`config.mk`:
```
export PLATFORM = sky130hd
export DESIGN_NAME = timekeeper_ctrl_flat
export DESIGN_NICKNAME = d
export VERILOG_FILES = /design/src/rtl/timekeeper_pkg.sv /design/src/rtl/timekeeper_ctrl_if.sv /design/src/rtl/timekeeper_ctrl_edge_pulse.sv /design/src/rtl/timekeeper_ctrl.sv /design/src/flat_wrapper.sv
export SDC_FILE = /design/constraint.sdc
export NUM_CORES = 1
export LEC_CHECK = 0
export ABC_CLOCK_PERIOD_IN_PS = 4000
export CAP_MARGIN = 25
export CELL_PAD_IN_SITES_DETAIL_PLACEMENT = 1
export CELL_PAD_IN_SITES_GLOBAL_PLACEMENT = 2
export CORE_MARGIN = 2
export CORE_UTILIZATION = 25
export DETAILED_ROUTE_END_ITERATION = 6
export PLACE_DENSITY = 0.61
export SLEW_MARGIN = 20
export SYNTH_ARGS = -nofsm -noshare
export SYNTH_HDL_FRONTEND = slang
export SYNTH_SLANG_ARGS = --single-unit
```
`constraint.sdc`:
```
create_clock -name clk -period 4 [get_ports clk]
set_input_delay 1.2 -clock clk [delete_from_list [all_inputs] [get_ports clk]]
set_output_delay 1.2 -clock clk [all_outputs]
set_load 0.02 [all_outputs]
```
`src/rtl/timekeeper_pkg.sv`:
```
// Shared types and limits for the wall-clock timekeeper.
// Mode encoding doubles as the value driven on the mode output.
package timekeeper_pkg;

    localparam int HR_W    = 5;
    localparam int MIN_W   = 6;
    localparam int SEC_W   = 6;
    localparam int HR_MAX  = 23;
    localparam int MIN_MAX = 59;

    typedef enum logic [2:0] {
        RUN     = 3'd0,
        SET_HR  = 3'd1,
        SET_MIN = 3'd2,
        SET_AH  = 3'd3,
        SET_AM  = 3'd4
    } mode_e;

    function automatic mode_e next_mode(mode_e m);
        unique case (m)
            RUN:     return SET_HR;
            SET_HR:  return SET_MIN;
            SET_MIN: return SET_AH;
            SET_AH:  return SET_AM;
            default: return RUN;
        endcase
    endfunction

endpackage

```
`src/rtl/timekeeper_ctrl_if.sv`:
```
// Tick/button inputs and time/alarm outputs of the timekeeper.
// master drives the inputs, slave is the timekeeper itself.
interface timekeeper_ctrl_if;
    import timekeeper_pkg::*;

    logic             ms_tick;
    logic             btn_mode;
    logic             btn_inc;
    logic             alarm_en;
    logic [HR_W-1:0]  hours;
    logic [MIN_W-1:0] minutes;
    logic [SEC_W-1:0] seconds;
    logic [HR_W-1:0]  alarm_h;
    logic [MIN_W-1:0] alarm_m;
    logic [2:0]       mode;
    logic             ring;

    modport master (
        output ms_tick, btn_mode, btn_inc, alarm_en,
        input  hours, minutes, seconds, alarm_h, alarm_m, mode, ring
    );

    modport slave (
        input  ms_tick, btn_mode, btn_inc, alarm_en,
        output hours, minutes, seconds, alarm_h, alarm_m, mode, ring
    );

endinterface

```
`src/rtl/timekeeper_ctrl_edge_pulse.sv`:
```
// Rising-edge detector: one-cycle pulse on a 0->1 transition.
// A held level produces a single pulse only.
module edge_pulse (
    input  logic clk,
    input  logic reset,
    input  logic lvl_i,
    output logic pulse_o
);

    logic lvl_q;

    always_ff @(posedge clk) begin
        if (reset) lvl_q <= 1'b0;
        else       lvl_q <= lvl_i;
    end

    assign pulse_o = lvl_i & ~lvl_q;

endmodule

```
`src/rtl/timekeeper_ctrl.sv`:
```
// 24 h wall clock, set-mode FSM and alarm driven by a 1 ms tick.
// Optional snooze built when TIMEKEEPER_SNOOZE_EN is defined.
module timekeeper_ctrl
    import timekeeper_pkg::*;
#(
    parameter int MS_PER_SEC  = 1000,
    parameter int ALARM_RST_H = 7,
    parameter int ALARM_RST_M = 0,
    parameter int SNOOZE_MIN  = 5
) (
    input logic              clk,
    input logic              reset,
    timekeeper_ctrl_if.slave bus
);

    localparam int MS_W = (MS_PER_SEC > 1) ? $clog2(MS_PER_SEC) : 1;

    if (SNOOZE_MIN < 1 || SNOOZE_MIN > MIN_MAX) begin : g_bad_snooze
        $error("SNOOZE_MIN out of range");
    end

    mode_e            mode_q;
    logic [MS_W-1:0]  ms_q;
    logic [HR_W-1:0]  hr_q, ah_q, nxt_h;
    logic [MIN_W-1:0] min_q, am_q, nxt_m;
    logic [SEC_W-1:0] sec_q, nxt_s;
    logic             ring_q;

    logic mode_p, inc_raw, inc_p;
    logic frozen, in_run, ms_wrap, sec_tick;
    logic sec_wrap, min_wrap, hr_wrap, am_wrap, ah_wrap;
    logic alarm_hit, snz_hit, dismiss, min_chg;

    edge_pulse u_mode_edge (
        .clk     (clk),
        .reset   (reset),
        .lvl_i   (bus.btn_mode),
        .pulse_o (mode_p)
    );

    edge_pulse u_inc_edge (
        .clk     (clk),
        .reset   (reset),
        .lvl_i   (bus.btn_inc),
        .pulse_o (inc_raw)
    );

    always_comb begin
        inc_p    = inc_raw & ~mode_p;
        frozen   = (mode_q == SET_HR) || (mode_q == SET_MIN);
        in_run   = (mode_q == RUN);
        ms_wrap  = (ms_q == MS_W'(MS_PER_SEC - 1));
        sec_tick = bus.ms_tick && ms_wrap && !frozen;
        sec_wrap = (sec_q == SEC_W'(MIN_MAX));
        min_wrap = (min_q == MIN_W'(MIN_MAX));
        hr_wrap  = (hr_q == HR_W'(HR_MAX));
        am_wrap  = (am_q == MIN_W'(MIN_MAX));
        ah_wrap  = (ah_q == HR_W'(HR_MAX));
        nxt_s    = sec_wrap ? '0 : sec_q + 1'b1;
        nxt_m    = min_q;
        nxt_h    = hr_q;
        if (sec_wrap) begin
            nxt_m = min_wrap ? '0 : min_q + 1'b1;
            if (min_wrap) nxt_h = hr_wrap ? '0 : hr_q + 1'b1;
        end
        // sec_wrap on a tick means the new seconds value is 00
        alarm_hit = in_run && bus.alarm_en && sec_tick && sec_wrap &&
                    (nxt_h == ah_q) && (nxt_m == am_q);
        dismiss   = in_run && inc_p && ring_q;
        min_chg   = sec_tick && sec_wrap;
    end

`ifdef TIMEKEEPER_SNOOZE_EN
    logic             snz_arm_q;
    logic [HR_W-1:0]  snz_h_q, snz_h_d;
    logic [MIN_W-1:0] snz_m_q, snz_m_d;
    logic [MIN_W:0]   snz_sum;

    always_comb begin
        snz_sum = {1'b0, min_q} + (MIN_W+1)'(SNOOZE_MIN);
        snz_m_d = snz_sum[MIN_W-1:0];
        snz_h_d = hr_q;
        if (snz_sum > (MIN_W+1)'(MIN_MAX)) begin
            snz_m_d = MIN_W'(snz_sum - (MIN_W+1)'(MIN_MAX + 1));
            snz_h_d = hr_wrap ? '0 : hr_q + 1'b1;
        end
        snz_hit = snz_arm_q && in_run && bus.alarm_en && sec_tick &&
                  sec_wrap && (nxt_h == snz_h_q) && (nxt_m == snz_m_q);
    end

    always_ff @(posedge clk) begin
        if (reset) begin
            snz_arm_q <= 1'b0;
            snz_h_q   <= '0;
            snz_m_q   <= '0;
        end else begin
            if (snz_hit) snz_arm_q <= 1'b0;
            if (dismiss) begin
                snz_arm_q <= 1'b1;
                snz_h_q   <= snz_h_d;
                snz_m_q   <= snz_m_d;
            end
            if (!bus.alarm_en || !in_run) snz_arm_q <= 1'b0;
        end
    end
`else
    assign snz_hit = 1'b0;
`endif

    always_ff @(posedge clk) begin
        if (reset) begin
            mode_q <= RUN;
            ms_q   <= '0;
            hr_q   <= '0;
            min_q  <= '0;
            sec_q  <= '0;
            ah_q   <= HR_W'(ALARM_RST_H);
            am_q   <= MIN_W'(ALARM_RST_M);
            ring_q <= 1'b0;
        end else begin
            if (mode_p) mode_q <= next_mode(mode_q);
            if (!frozen && bus.ms_tick) ms_q <= ms_wrap ? '0 : ms_q + 1'b1;
            if (sec_tick) begin
                sec_q <= nxt_s;
                min_q <= nxt_m;
                hr_q  <= nxt_h;
            end
            if (inc_p) begin
                unique case (1'b1)
                    (mode_q == SET_HR):  hr_q  <= hr_wrap ? '0 : hr_q + 1'b1;
                    (mode_q == SET_MIN): min_q <= min_wrap ? '0 : min_q + 1'b1;
                    (mode_q == SET_AH):  ah_q  <= ah_wrap ? '0 : ah_q + 1'b1;
                    (mode_q == SET_AM):  am_q  <= am_wrap ? '0 : am_q + 1'b1;
                    default: ;
                endcase
            end
            // committing a new time restarts the second from its start
            if (mode_p && mode_q == SET_MIN) begin
                sec_q <= '0;
                ms_q  <= '0;
            end
            if (dismiss || min_chg) ring_q <= 1'b0;
            if (alarm_hit || snz_hit) ring_q <= 1'b1;
            if (!bus.alarm_en || (mode_p && in_run)) ring_q <= 1'b0;
        end
    end

    assign bus.hours   = hr_q;
    assign bus.minutes = min_q;
    assign bus.seconds = sec_q;
    assign bus.alarm_h = ah_q;
    assign bus.alarm_m = am_q;
    assign bus.mode    = mode_q;
    assign bus.ring    = ring_q;

endmodule
```
`src/flat_wrapper.sv`:
```
// flat-port wrapper written by rule: the top's interface ports become plain ports
module timekeeper_ctrl_flat import timekeeper_pkg::*;
#(
    parameter int MS_PER_SEC  = 1000,
    parameter int ALARM_RST_H = 7,
    parameter int ALARM_RST_M = 0,
    parameter int SNOOZE_MIN  = 5
)
  (clk, reset, bus_ms_tick, bus_btn_mode, bus_btn_inc, bus_alarm_en, bus_hours, bus_minutes, bus_seconds, bus_alarm_h, bus_alarm_m, bus_mode, bus_ring);
  timekeeper_ctrl_if bus_i ();
  input logic clk;
  input logic reset;
  input wire logic [$bits(bus_i.ms_tick)-1:0] bus_ms_tick;
  input wire logic [$bits(bus_i.btn_mode)-1:0] bus_btn_mode;
  input wire logic [$bits(bus_i.btn_inc)-1:0] bus_btn_inc;
  input wire logic [$bits(bus_i.alarm_en)-1:0] bus_alarm_en;
  output wire logic [$bits(bus_i.hours)-1:0] bus_hours;
  output wire logic [$bits(bus_i.minutes)-1:0] bus_minutes;
  output wire logic [$bits(bus_i.seconds)-1:0] bus_seconds;
  output wire logic [$bits(bus_i.alarm_h)-1:0] bus_alarm_h;
  output wire logic [$bits(bus_i.alarm_m)-1:0] bus_alarm_m;
  output wire logic [$bits(bus_i.mode)-1:0] bus_mode;
  output wire logic [$bits(bus_i.ring)-1:0] bus_ring;
  assign bus_i.ms_tick = bus_ms_tick;
  assign bus_i.btn_mode = bus_btn_mode;
  assign bus_i.btn_inc = bus_btn_inc;
  assign bus_i.alarm_en = bus_alarm_en;
  assign bus_hours = bus_i.hours;
  assign bus_minutes = bus_i.minutes;
  assign bus_seconds = bus_i.seconds;
  assign bus_alarm_h = bus_i.alarm_h;
  assign bus_alarm_m = bus_i.alarm_m;
  assign bus_mode = bus_i.mode;
  assign bus_ring = bus_i.ring;
  timekeeper_ctrl #(.MS_PER_SEC(MS_PER_SEC), .ALARM_RST_H(ALARM_RST_H), .ALARM_RST_M(ALARM_RST_M), .SNOOZE_MIN(SNOOZE_MIN)) u_core (.clk(clk), .reset(reset), .bus(bus_i));
endmodule
```
==> flow_metrics.tcl, run 1 <==
set metrics [dict create \
    outcome "complete, no violations" \
    r2r_cells 6 \
    clock-sinks 44 \
    skew_ps 5.564 \
    crit_required_ps 4190 \
    max_cap_violations 0 \
    yosysTopAreaCellShare_pct 34.70 \
    final_nets 352 \
    port_buffers 37 \
    worst-path-max-fanout 7 \
    die_y_um 104.8 \
    holdBufCountCts 0 \
    detail_route.iter0.violations 52 \
    cts_max_level 2 \
    reg2reg_from "u_core.bus.seconds[0]" \
    ant_nets 0 \
    grt.overflow.total 0 \
    rsz0062_at_grt "no" \
    fillers 1211 \
    area_growth_pct 24.69 \
    hold_end "u_core.ms_q[9]" \
    vias 2286 \
    dominantRegCellSynth "dfxtp_1" \
    clock-root-buffer "clkbuf_8" \
    synthCells 311 \
    grtUsageTotal_pct 13.54 \
    fmax_ghz 0.3302 \
    hold_violations 0 \
    grt_pass1_wl_um 12140 \
    wl_per_cell_um 15.22 \
    synth_edf_count 0 \
    p_per_area_mw_per_mm2 316.7 \
    dp_hpwl_um 5283 \
    cts_tree "done" \
    grt_max_degree 23 \
    relSlewSlack_pct 54.06 \
    io-pin-count 38 \
    r2r_end "u_core.bus.minutes[4]" \
    ys_types 53 \
    synthArstFlopShare_pct 0 \
    max-clock-path-buffers 2 \
    antennaDiodeCount 0 \
    maxSlewViolCount 0 \
    via_per_inst 4.823 \
    synth_seq_area_share_pct 34.70 \
    grt_pass1_vias 2321 \
    hp-class "flop to flop" \
    clk_pin_slew_worst_paths_ps 90 \
    cts_setup_buffers 0 \
    irDropWorstVdd_v 0.0002072 \
    first_pass_iters 4 \
    dieWidth_um 104.8 \
    startpoint_type "input port" \
    drc 0 \
    coreArea_mm2 0.009819 \
    worstSkewPairLatency_ps 300 \
    initial_core_util_pct 25.85 \
    placed_area_mm2 0.003007 \
    arrival_ps 3210 \
    post-route-util_pct 32.24 \
    setup-violations-final 0 \
    path_class "input port to flop" \
    cp-end-kind "flop" \
    grt_antenna_before_repair 0 \
    syn_nets 323 \
    min_delay_path_depth 2 \
    place_inst 466 \
    cts-resized-gates 0 \
    syn-cell-area_mm2 0.002539 \
    r2r_slack_ps 1500 \
    gp_congestion 0.7513 \
    worst_slew_pin_slew_ps 686.6 \
    wl_um 7216 \
    drive_gt1_share_pct 4.985 \
    synth_seq_cells 44 \
    postSynthAreaPerCell_um2 8.163 \
    fp-row-count 36 \
    setup-tns-final_ps 0 \
    post-route-min-period_ps 3028 \
    ys_top_cells_by_area "dfxtp_1, xor2_1, nor2_1" \
    hold_start "u_core.ms_q[9]" \
    leakage_nw 1.082 \
    cts_buffers 5 \
    yosys_warnings 0 \
    final_area_mm2 0.003166 \
    timing.final.crit_share_pct 75.71 \
    die-area_mm2 0.01098 \
    fin_cells 474 \
    yosysTopAreaCell "dfxtp_1" \
]
==> worst max-delay path by stage <==
stage	from	end	slack, ps	cells after the start
finish	bus_btn_mode	u_core.bus.hours[4]	970	7
detailed placement	bus_btn_mode	u_core.bus.hours[4]	660	7
CTS	bus_btn_mode	u_core.bus.hours[4]	980	7
global route	bus_btn_mode	u_core.bus.hours[2]	820	7
global placement	bus_btn_mode	u_core.bus.hours[4]	700	7
floorplan	bus_btn_mode	u_core.bus.alarm_m[0]	1420	6
==> cell usage after synthesis, types with 4 or more instances <==
library cell  number
dfxtp_1           44
nor2_1            37
nand2_1           29
a21oi_1           24
xor2_1            16
mux2i_1           13
nand3_1           12
nor2b_1           12
o21ai_0           11
clkbuf_1          10
nand4_1           10
xnor2_1            8
ha_1               6
inv_1              6
nand2b_1           6
or3_1              6
buf_2              4
==> critical path, cell delays in order <==
cell,delay [ps]
clkdlybuf4s50_1,490
nor2b_1,530
nor3_1,110
a32oi_1,520
nor2_1,140
mux2i_1,170
nor2_1,50
==> power by group <==
| part | switching [W] | internal, W |
|---|---|---|
| Combinational | 0.0000382 | 0.0000261 |
| Sequential | 0.0000105 | 0.000444 |
| Clock | 0.000171 | 0.000313 |
| Total | 0.000220 | 0.000783 |
==> final cells by class <==
cell class	instances	area, µm²	share of cell area, %
Clock buffer	5	68.82	2.174
Clock inverter	3	90.09	2.846
Inverter	6	22.52	0.7115
Multi-Input combinational cell	245	1559	49.25
Sequential cell	44	880.8	27.83
Tap cell	133	166.4	5.257
Timing Repair Buffer	38	377.9	11.94
==> cells by family (layout without fill, tap and decap cells) <==
| family | after synthesis | in the layout | synth area share, % |
|---|---|---|---|
| adder cells (fa/ha/maj) | 6 | 6 | 2.957 |
| flip-flops | 44 | 44 | 34.70 |
| AND/OR/NAND/NOR | 139 | 139 | 29.37 |
| XOR/XNOR | 24 | 24 | 8.280 |
| buffers and inverters | 22 | 52 | 3.894 |
| multiplexers | 13 | 13 | 5.125 |
| AO/OA/AOI/OAI | 63 | 63 | 15.67 |
==> stage by stage <==
step / hold WS (ps) / power, W / setup slack, ps
detailed placement: 483.2 / 0.0005306 / 661.4
finish: 498.1 / 0.001003 / 971.6
CTS: 501.2 / 0.001019 / 980.4
floorplan: 458.4 / 0.0005060 / 1417
global route: 521.9 / 0.001047 / 818.3
global placement: 472.2 / 0.0005296 / 698.9
==> layer usage <==
layer	up-vias	global-route usage, %	wire length [µm]
met3	4	2.183	201
li1	1173	-	-
met4	0	2.571	49
met2	29	21.94	3294
met1	1080	19.03	3671
met5	-	0	0
==> cells in the final DEF, fill, tap and decap left out, drive strengths merged, types with 2 or more instances in the layout <==
master	Yosys	final
clkbuf	10	5
o211ai	3	3
and2	3	3
inv	6	6
or3b	2	2
mux2i	13	13
o31ai	2	2
nor2	37	37
nand4	10	10
nor2b	12	12
nor3	4	4
a21o	3	3
nand3	13	13
nand2	30	30
o21ai	12	12
a311oi	3	3
a21oi	24	24
nor3b	2	2
bufinv	0	3
o2111ai	2	2
nand2b	6	6
ha	6	6
a31oi	2	2
clkdlybuf4s50	0	37
xnor2	8	8
nand3b	2	2
nor4	4	4
or3	6	6
dfxtp	44	44
or2	2	2
xor2	16	16
and3	3	3
a2111oi	3	3
o21a	2	2
==> flip-flops by register name, summed over array words and instances, names as in the netlist <==
register	cells
u_core.bus.hours	5
u_core.ms_q	10
u_core.bus.alarm_h	5
u_core.u_mode_edge.lvl_q	1
u_core.bus.minutes	6
u_core.bus.mode	3
u_core.bus.seconds	6
u_core.bus.ring	1
u_core.u_inc_edge.lvl_q	1
u_core.bus.alarm_m	6
Power figures use the tool's default switching activity.
==> run 2: changes to the inputs <==
ABC_CLOCK_PERIOD_IN_PS = 3000   (was 4000)
clock period = 3 ns   (was 4 ns; I/O delays follow)
==> flow_metrics.tcl, run 2 (synthesis results as in run 1) <==
set metrics [dict create \
    clk_pin_slew_worst_paths_ps 90 \
    io-pin-count 38 \
    grtUsageTotal_pct 13.57 \
    place_inst 472 \
    gp_congestion 0.7790 \
    wl_um 7355 \
    irDropWorstVdd_v 0.0001394 \
    antennaDiodeCount 0 \
    dieWidth_um 104.8 \
    drc 0 \
    worst-path-max-fanout 10 \
    max_cap_violations 0 \
    ff_latch_area_um2 880.8 \
    dp_hpwl_um 5448 \
    first_pass_iters 4 \
    skew_ps 7.224 \
    p_per_area_mw_per_mm2 350.6 \
    grt_pass1_vias 2394 \
    holdBufCountCts 0 \
    startpoint_type "input port" \
    maxSlewViolCount 0 \
    relSlewSlack_pct 60.60 \
    mostFrequentLayoutCells "dfxtp_1, nor2_1, clkdlybuf4s50_1" \
    mostFrequentLayoutCell "dfxtp_1" \
    fp-row-count 36 \
    cts-resized-gates 0 \
    largest_reg_flops 10 \
    die_y_um 104.8 \
    hp-class "flop to flop" \
    fillers 1225 \
    detail_route.iter0.violations 46 \
    grt_max_degree 22 \
    post-route-min-period_ps 2679 \
    final_area_mm2 0.003146 \
    worstSkewPairLatency_ps 300 \
    setup-violations-final 0 \
    leakage_nw 1.076 \
    multiInputGateArea_mm2 0.001559 \
    setup-tns-final_ps 0 \
    cts_max_level 2 \
    fmax_ghz 0.3732 \
    initial_core_util_pct 25.85 \
    outcome "complete, no violations" \
    post-route-util_pct 32.03 \
    wl_per_cell_um 15.32 \
    cp-end-kind "flop" \
    grt_antenna_before_repair 0 \
    worst_slew_pin_slew_ps 589.8 \
    max-clock-path-buffers 2 \
    crit_required_ps 3200 \
    die-area_mm2 0.01098 \
    cts_buffers 5 \
    cts_tree "done" \
    placed_area_mm2 0.003052 \
    drive_gt1_share_pct 6.340 \
    p_total_w 0.001103 \
    area_growth_pct 23.90 \
    regMostFlops "u_core.ms_q" \
    arrival_ps 2880 \
    path_class "input port to flop" \
    hold_violations 0 \
    coreArea_mm2 0.009819 \
    vias 2336 \
    ant_nets 0 \
    grt.overflow.total 0 \
    clock-root-buffer "clkbuf_8" \
    fin_cells 480 \
    rsz0062_at_grt "no" \
    port_buffers 37 \
    grt_pass1_wl_um 12140 \
    via_per_inst 4.867 \
    cts_setup_buffers 0 \
    final_nets 358 \
    clock-sinks 44 \
    timing.final.crit_share_pct 89.31 \
]
==> run 2: cell count changes in the layout (fill, tap and decap cells not counted) <==
cell,change
buf_4,+6
bufinv_16,-3
clkbuf_1,+1
clkbuf_8,+1
clkinvlp_4,+1
==> run 2: where the power goes <==
part           switching [W]  leakage (nW)  total (W)  internal [W]
logic              0.0000520         0.676  0.0000912     0.0000392
registers          0.0000147         0.356   0.000606      0.000592
clock network       0.000218        0.0445   0.000405      0.000188
==> run 2: per-layer routing <==
layer	track usage (%)	routed length, µm	share of wire, %	vias to the layer above
met5	0	0	0	-
met4	2.952	78	1.1	0
met3	2.246	162	2.2	4
met2	22.31	3412	46	28
met1	18.63	3701	50	1128
li1	-	-	-	1176
==> run 2: worst max-delay path, cell delays in order <==
cell and delay [ps]:
clkdlybuf4s50_1 430, nor2b_1 240, nor3b_1 400, a32o_1 510, nand2b_1 100, a221oi_1 300
==> run 2: final timing paths <==
path                              start  cells past startpoint                     to  slack, ps
setup / recovery           bus_btn_mode                      6  u_core.bus.minutes[4]        320
hold / removal           u_core.ms_q[7]                      2         u_core.ms_q[7]        510
setup reg to reg  u_core.bus.seconds[0]                      8        u_core.bus.ring        780
hold reg to reg          u_core.ms_q[7]                      2         u_core.ms_q[7]        510
==> run 2: area by class of cell <==
class	instances	area share, %
clock inverters	1	0.2387
flip-flops and latches	44	28.00
well taps	133	5.290
inverters	6	0.7160
multi-input cells	245	49.56
repair buffers	44	13.44
clock buffers	7	2.745
==> run 2: through the flow <==
| stage | worst slack (ps) | hold slack [ps] |
|---|---|---|
| after global placement | 62.79 | 478.4 |
| after global routing | 115.8 | 529.8 |
| after floorplan | 717.3 | 458.4 |
| after detailed placement | 14.01 | 492.0 |
| final | 320.6 | 506.5 |
| after CTS | 313.3 | 509.9 |
==> RTL change (flow settings as in run 2) <==
Add a define of `TIMEKEEPER_SNOOZE_EN`.
--- a/src/rtl/timekeeper_ctrl.sv
+++ b/src/rtl/timekeeper_ctrl.sv
@@ -1,5 +1,7 @@
 // 24 h wall clock, set-mode FSM and alarm driven by a 1 ms tick.
 // Optional snooze built when TIMEKEEPER_SNOOZE_EN is defined.
+`define TIMEKEEPER_SNOOZE_EN
+
 module timekeeper_ctrl
     import timekeeper_pkg::*;
 #(
Behaviour: same outputs for any inputs over 10 cycles, from zero or initial values and one cycle with reset high; that may be too few to reach the edited logic, so the function may still have changed.
==> RTL change against run 2 <==
Worst setup slack gained 0.035 ns. Clock skew shrank 0.0032 ns. Die area grew 29%. Wire length grew 42%. Final cell count grew 33%. Critical path depth grew 1. Sequential cell count grew 12. Power grew 39%. Design area grew 33%. Count of clock-buffer cells in the layout shrank 2. Synthesized area grew 30%. Maximum frequency grew 1.3%. Via count grew 35%. Core utilization is essentially flat. Critical endpoint is now u_core.bus.ring. Highest routed layer unchanged.
==> RTL change: results (changes against run 2) <==
** Synth
- The multiplexer fraction of the synthesized cell area was 3.670% (-1.5 points).
- Mapped Cells :: 409 (+32%)
- Count of different cell masters after synthesis :: 55 (+3.8%)
- Post-synthesis compound-gate area fraction :: 18.96% (+3.3 points)

** Layout
- The filler cell count is 1556 (+27%).
- The number of nets in the layout is 477 (+33%).
- Post-route core utilization :: 32.04% (about the same)
- Ratio of cells with drive above 1 in the final layout :: 9.761% (+3.4 points)

** GRT
- The number of global-route vias before repair was 3264 (+36%).
- The global routing met1 resource utilization came to 20.85% (+2.2 points).
- Overall fraction of global-route tracks in use :: 15.49% (+1.9 points)
- The met3 usage in global routing is 3.113% (+0.87 points).

** Worst setup path
- The worst-case reg-to-reg path depth is 7 (-1).
- The biggest fanout along the worst timing path came to 7 (-3).
- Critical path launch point :: u_core.bus.seconds[0]
- Arrival time worst endpoint :: 2.89 ns (about the same)

** Power
- PnR Total Power :: 1.537 mW (+39%)
- The static power due to leakage is 1.448 nW (+34%).
- Internal cell power :: 1.180 mW (+44%)
- Fraction of power consumed by the clock network :: 43.4% (+6.6 points)

** Clocking
- Root cell of the clock tree :: sky130_fd_sc_hd__clkbuf_16

** Status
- Result of the run :: completed

** Routing
- The number of vias in the routed layout was 3155 (+35%).
- The per-cell routed wire length came to 16.35 um (+6.7%).
- Total routed wire length on the met1 layer :: 4959 um (+34%)

** Placed design
- The count of placed standard cells including taps is 631 (+34%).
- Half-perimeter wire length after placement :: 7919 um (+45%)

** Timing
- The clock skew after layout came to 0.004024 ns (-0.003201 ns).
- The shortest period the worst path allows is 2.645 ns (-0.03456 ns).

** Hold path
- The path with the worst hold slack has its endpoint at u_core.snz_m_q[5].
- Startpoint of the most critical hold path :: u_core.snz_m_q[5]
## RTL change: area by class of cell
class                      count  area (sq um)  share of cell area [%]
tap                          176         220.2                   5.252
timing repair buffer          68         603.1                   14.38
inverter                       6         22.52                  0.5372
multi-input combinational    325          2071                   49.39
sequential                    56          1121                   26.74
clock inverter                 1         30.03                  0.7162
clock buffer                   5         125.1                   2.984
## RTL change: critical path, cell delays in order (launching register included)
cell and delay [ns]:
sky130_fd_sc_hd__dfxtp_1 0.39, sky130_fd_sc_hd__ha_1 0.26, sky130_fd_sc_hd__nand2b_4 0.11, sky130_fd_sc_hd__or4_1 0.60
sky130_fd_sc_hd__a311o_1 0.39, sky130_fd_sc_hd__a2111oi_0 0.52, sky130_fd_sc_hd__o2111ai_1 0.19, sky130_fd_sc_hd__nand3_1 0.12
## RTL change: cells by family after synthesis
| kind of cell | count (synthesis) |
|---|---|
| compound gates | 96 |
| fa+ha+maj | 9 |
| mux | 12 |
| simple gates | 168 |
| flops | 56 |
| xor+xnor | 40 |
| buf+inv | 28 |
